**src/rtl/dm_block_copy.sv**
```systemverilog
// dm_block_copy: copies LEN words from SRC to DST, one read then one write per word.
module dm_block_copy #(
  parameter int ADDR_W = 7,
  parameter int DATA_W = 32
) (
  input  logic              clk,
  input  logic              rst_n,
  input  logic              start_i,
  input  logic [ADDR_W-1:0] src_i,
  input  logic [ADDR_W-1:0] dst_i,
  input  logic [ADDR_W:0]   len_i,
  output logic              busy_o,
  output logic              done_o,
  output logic              mem_we_o,
  output logic [ADDR_W-1:0] mem_waddr_o,
  output logic [DATA_W-1:0] mem_wdata_o,
  output logic [ADDR_W-1:0] mem_raddr_o,
  input  logic [DATA_W-1:0] mem_rdata_i
);
  typedef enum logic [1:0] {IDLE, READ, WRITE, DONE} state_t;
  state_t state_q, state_d;
  logic [ADDR_W-1:0] src_q, src_d, dst_q, dst_d, waddr_q, waddr_d;
  logic [ADDR_W:0] len_q, len_d, idx_q, idx_d;
  logic [DATA_W-1:0] buf_q, buf_d;
  logic last;
  assign last = idx_q == len_q - (ADDR_W+1)'(1);
  always_ff @(posedge clk or negedge rst_n) begin
    if (!rst_n) begin
      state_q <= IDLE;
      src_q   <= '0;
      dst_q   <= '0;
      len_q   <= '0;
      idx_q   <= '0;
      buf_q   <= '0;
      waddr_q <= '0;
    end else begin
      state_q <= state_d;
      src_q   <= src_d;
      dst_q   <= dst_d;
      len_q   <= len_d;
      idx_q   <= idx_d;
      buf_q   <= buf_d;
      waddr_q <= waddr_d;
    end
  end
  // Write address and data are captured on the READ edge so they hold outside WRITE.
  always_comb begin
    state_d = state_q;
    src_d   = src_q;
    dst_d   = dst_q;
    len_d   = len_q;
    idx_d   = idx_q;
    buf_d   = buf_q;
    waddr_d = waddr_q;
    case (state_q)
      IDLE: if (start_i) begin
        src_d   = src_i;
        dst_d   = dst_i;
        len_d   = len_i;
        idx_d   = '0;
        state_d = len_i == '0 ? DONE : READ;
      end
      READ: begin
        buf_d   = mem_rdata_i;
        waddr_d = dst_q + idx_q[ADDR_W-1:0];
        state_d = WRITE;
      end
      WRITE: begin
        idx_d   = last ? idx_q : idx_q + (ADDR_W+1)'(1);
        state_d = last ? DONE : READ;
      end
      default: state_d = IDLE;
    endcase
  end
  assign busy_o      = state_q == READ || state_q == WRITE;
  assign done_o      = state_q == DONE;
  assign mem_we_o    = state_q == WRITE;
  assign mem_waddr_o = waddr_q;
  assign mem_wdata_o = buf_q;
  assign mem_raddr_o = src_q + idx_q[ADDR_W-1:0];
endmodule

```
**config.mk**
```make
export PLATFORM = sky130hd
export DESIGN_NAME = dm_block_copy
export DESIGN_NICKNAME = d
export VERILOG_FILES = /design/src/rtl/dm_block_copy.sv
export SDC_FILE = /design/constraint.sdc
export NUM_CORES = 1
export LEC_CHECK = 0
export ABC_AREA = 1
export BUFFER_PORTS_ARGS = -buffer_cell sky130_fd_sc_hd__buf_2
export CAP_MARGIN = 10
export CORE_MARGIN = 4
export CORE_UTILIZATION = 52
export CTS_BUF_LIST = sky130_fd_sc_hd__clkbuf_16
export DETAILED_ROUTE_END_ITERATION = 8
export PLACE_DENSITY = 0.8
export SYNTH_ARGS = -nofsm -noshare
export SYNTH_HDL_FRONTEND = slang
export SYNTH_SLANG_ARGS = --single-unit
```
**constraint.sdc**
```tcl
create_clock -name clk -period 2.5 [get_ports clk]
set_input_delay 0.5 -clock clk [delete_from_list [all_inputs] [get_ports clk]]
set_output_delay 0.5 -clock clk [all_outputs]
set_load 0.01 [all_outputs]
```
; ---- Word-level counts from Yosys, hierarchy flattened
; Cells that the tools add are included.
[op_classes]
n_lt_le_gt_ge = 0
n_addsub = 4
n_div = 0
multipliers = 0
n_bitwise = 0
n_eq_ne = 6
mux = 7
n_shift = 0
reduce_logical = 6
[ops]
columns = op, count
row1 = 2-to-1 mux 8 bit, 2
row2 = one-hot mux 8 bit (2 select lines), 1
row3 = adder 7 bit, 2
row4 = "adder 8 x 1 -> 8 bit, second input constant", 1
row5 = == test 8 bit, 1
row6 = logical NOT 8 bit, 1
row7 = "subtractor 8 x 1 -> 8 bit, second input constant", 1
row8 = 2-to-1 mux 2 bit, 3
row9 = one-hot mux 2 bit (3 select lines), 1
row10 = "== test 2 bit, second input constant", 2
row11 = "!= test 2 bit, second input constant", 2
row12 = AND reduction 3 bit, 1
row13 = "== test 2 x 1 -> 1 bit, second input constant", 1
row14 = logical NOT 2 bit, 1
row15 = AND reduction 2 bit, 1
row16 = nonzero test 2 bit, 1
row17 = logical OR 1 bit, 1
[word_totals]
ram_bits = 0
regBits = 71
memories = 0
input_bits = 57
word_cells = 30
latch_bits = 0
out_inout_bits = 49
romBits = 0

; ---- Depth between registers and ports, before layout
[logic_depth]
word_depth = 4
depth_mapped = 13
depth_no_buf = 13

; ---- Worst setup path after synthesis
; Ideal clock, no wire load.
[synth_timing]
path_type = register to output
from = reg idx_q[0]
to = out mem_raddr_o[6]
n_path_buf = 0
slack_ns = 0.247
stages_incl_launch_ff = 9
t_required_ns = 2.000
arrival_ns = 1.753
path_cell_list = dfrtp_1 > ha_1 > inv_1 > fa_1 > o21ai_0 > a21oi_1 > nor2_1 > nor2_1 > xor2_1
[synth_via]
elab_chain_len = 1
[synth_rtl]
columns = item, line
row1 = start: declaration, 23  ; logic [ADDR_W:0] len_q, len_d, idx_q, idx_d;
row2 = start signal: assignment, 41  ; idx_q <= idx_d;
row3 = adder 7 bit, 80  ; assign mem_raddr_o = src_q + idx_q[ADDR_W-1:0];
row4 = end: declaration, 17  ; output logic [ADDR_W-1:0] mem_raddr_o,
; Every way passes these cells.

; ---- Worst setup path in the final report
[layout_timing]
from = reg src_q[0]
to = out mem_raddr_o[6]
[layout_via]
elab_chain_len = 1
[layout_rtl]
columns = item, line
row1 = start: declaration, 22  ; logic [ADDR_W-1:0] src_q, src_d, dst_q, dst_d, waddr_q, waddr_d;
row2 = start signal: assignment, 38  ; src_q <= src_d;
row3 = adder 7 bit, 80
; Every way passes these cells.

==> reports/results.tsv <==
metric	value	unit
post-synth net total	543	
num ports	106	
Port Buffers	105	
Filler cells	560	
clock transition at the registers of the reported paths	0.06	ns
Tcrit/Tclk final	0.980	
Iteration-0 DRC Markers	159	
Antenna Cells	0	
Root Driver	clkbuf_16	
worst skew pair latency	0.32	ns
final count of hold timing violations	0	
routability cong.	0.894	
Clock Path Buffers	2	
RSZ-0062 raised after global routing	true	
first-pass GRT wire length	15.4	mm
Setup WS pre-CTS	0.193	ns
total gr overflow	0	
vias in the first global route	3451	
fmax	408	MHz
status	complete, no violations	
DIE WIDTH	92.1	um
post-synthesis register bit count	71	
PD cells	1220	nW/um^2
post-layout min period	2.45	ns
Top Metal Used	met4	
drt first pass iters	4	
metal3 WL	689	um
share of cells above drive strength 1	0.252	
Final nets	657	
Final Slew Violations	0	
sequential cell area fraction in the yosys report	0.483	
Final WS setup	0.0498	ns
post-synth top area share	0.483	
die area	8480	sq um
synthesis-to-finish area growth	27.7	%
startpoint types	register	
number of synthesized flops with an enable pin	0	
CTS sink cnt	71	
met2 wire length	4.30	mm
GRT Resource Usage Total	0.227	
die height	92.1	um
DRC violations left	0	
Least-Margin Pin Slew	0.586	ns
Initial Utilization	0.538	
TNS Setup	0	ns
initial antenna violation count	0	
via/cell ratio	5.00	
Worst Path Max Fanout	2	
FP Rows	30	
VDD IR-drop max	0.000794	V
DR vias	3397	
Setup-failing EPs final	0	
Max-cap violations	0	
Worst Setup End Kind	output port	
Cell Area, Synth	3680	sq um
R2R setup slack	0.52	ns
CTS tree	yes	
Commonest cells post-synth	nand2_1, dfrtp_1, inv_1	
synth warn	0	
drt wl/cell	13.5	um
Max-slew headroom	0.609	
synth top area cells	dfrtp_1, nand2_1, ha_1	
ANT nets after route	0	
area leader, netlist	dfrtp_1	
Synth Flop Type	dfrtp_1	
Post-synth ARST share	1.00	
gate count after technology mapping	465	
R2R depth	9	
H-tree depth	3	
worst r2r src	idx_q[0]	
leakage	2.64	nW
largest net degree at the start of global routing	40	
CTS Hold Bufs	0	
met1 wire length	4.05	mm
most numerous cell in the Yosys netlist	nand2_1	
RR Endpoint	mem_waddr_o[6]	
cts bufs inserted	9	
unique cell type count in the Yosys netlist	26	
critical path arrival	1.95	ns
Req. time, crit path	2.00	ns
worst hold path class	input pin to asynchronous set/reset pin	
post-detail-place hpwl	6.83	mm
Core ar.	6830	sq um
CP Class	register to output port	
drt total wl	9.17	mm
Max Clock Skew	0.00557	ns
synthesized area per cell	7.91	sq um
[worst max path at each step]
stage	from	end	slack, ns	cells after the start
after floorplan	idx_q[0]	mem_raddr_o[6]	0.25	8
final	src_q[0]	mem_raddr_o[6]	0.05	9
after CTS	idx_q[0]	mem_raddr_o[6]	0.05	9
after global routing	idx_q[0]	mem_raddr_o[6]	-0.06	9
after detailed placement	idx_q[0]	mem_raddr_o[6]	0.19	9
after global placement	src_q[0]	mem_raddr_o[6]	0.25	9
[worst max-delay path, stage by stage (launching register included)]
cell and delay [ns]:
dfrtp_1 0.35, ha_2 0.19, inv_2 0.04, fa_2 0.36, o21ai_2 0.18, a21oi_2 0.07
nor2_1 0.09, nor2_1 0.06, xor2_1 0.13, buf_2 0.14
[stage by stage]
| step | cell area, sq um | hold slack (ns) | util | total power, mW | std cells |
|---|---|---|---|---|---|
| detailed placement | 4340 | 0.453 | 0.636 | 4.48 | 662 |
| global route | 4700 | 0.175 | 0.687 | 6.23 | 680 |
| finish | 4700 | 0.143 | 0.687 | 5.75 | 680 |
| floorplan | 3680 | 0.204 | - | 3.57 | 465 |
| global placement | 4340 | 0.449 | 0.636 | 4.37 | 662 |
| CTS | 4650 | 0.153 | 0.681 | 5.76 | 678 |
[power breakdown]
| part | internal (mW) | total, mW | switching (mW) |
|---|---|---|---|
| registers | 1.66 | 2.00 | 0.336 |
| clock network | 0.762 | 1.23 | 0.463 |
| logic | 0.947 | 2.52 | 1.58 |
[area by class of cell]
type                       count  area [sq um]  area share
inverter                      36           135      0.0288
clock inverter                 7          65.1      0.0139
multi-input combinational    345          1760       0.375
sequential                    71          1780       0.379
clock buffer                   9           225      0.0480
tap                           96           120      0.0256
timing repair buffer         116           612       0.130
[routing by layer]
layer | GRT usage | up-vias
met4 | 0.0854 | 0
met5 | 0 | -
met1 | 0.290 | 1584
met2 | 0.375 | 123
li1 | - | 1677
met3 | 0.0550 | 13
[placed cells by master (no fill, tap or decap), types with 3 or more instances in the layout]
cell type,Yosys,final
a21oi_1,8,6
buf_2,1,105
buf_4,0,10
clkbuf_16,0,9
clkinv_1,1,3
dfrtp_1,71,70
ha_1,19,16
inv_1,35,35
nand2_1,216,215
nand3_1,19,19
nand4_1,6,6
nor2_1,23,23
nor2_2,3,3
o21ai_0,17,16
xnor2_1,7,7
xor2_1,11,11
[state kept, by name, indices dropped and copies added (netlist names)]
name	cells
dst_q	7
idx_q	8
len_q	8
mem_waddr_o	7
mem_wdata_o	32
src_q	7
state_q	2
[cells by family (layout without fill, tap and decap cells)]
kind of cell | after synthesis | in the layout | share of synthesized area
AOI/OAI and AO/OA | 32 | 32 | 0.0486
xor gates and xnor gates | 18 | 18 | 0.0429
adders and majority gates | 21 | 21 | 0.0755
buffers and inverters | 49 | 168 | 0.0503
DFF | 71 | 71 | 0.483
and+or+nand+nor | 274 | 274 | 0.300
[repair_timing]
| action | in CTS | in global routing |
|---|---|---|
| resized for setup | 5 | 7 |
| buffers inserted | 0 | 2 |
| pin swaps | 1 | 3 |
| setup endpoints to repair | 2 | 2 |
Power figures use the tool's default switching activity.
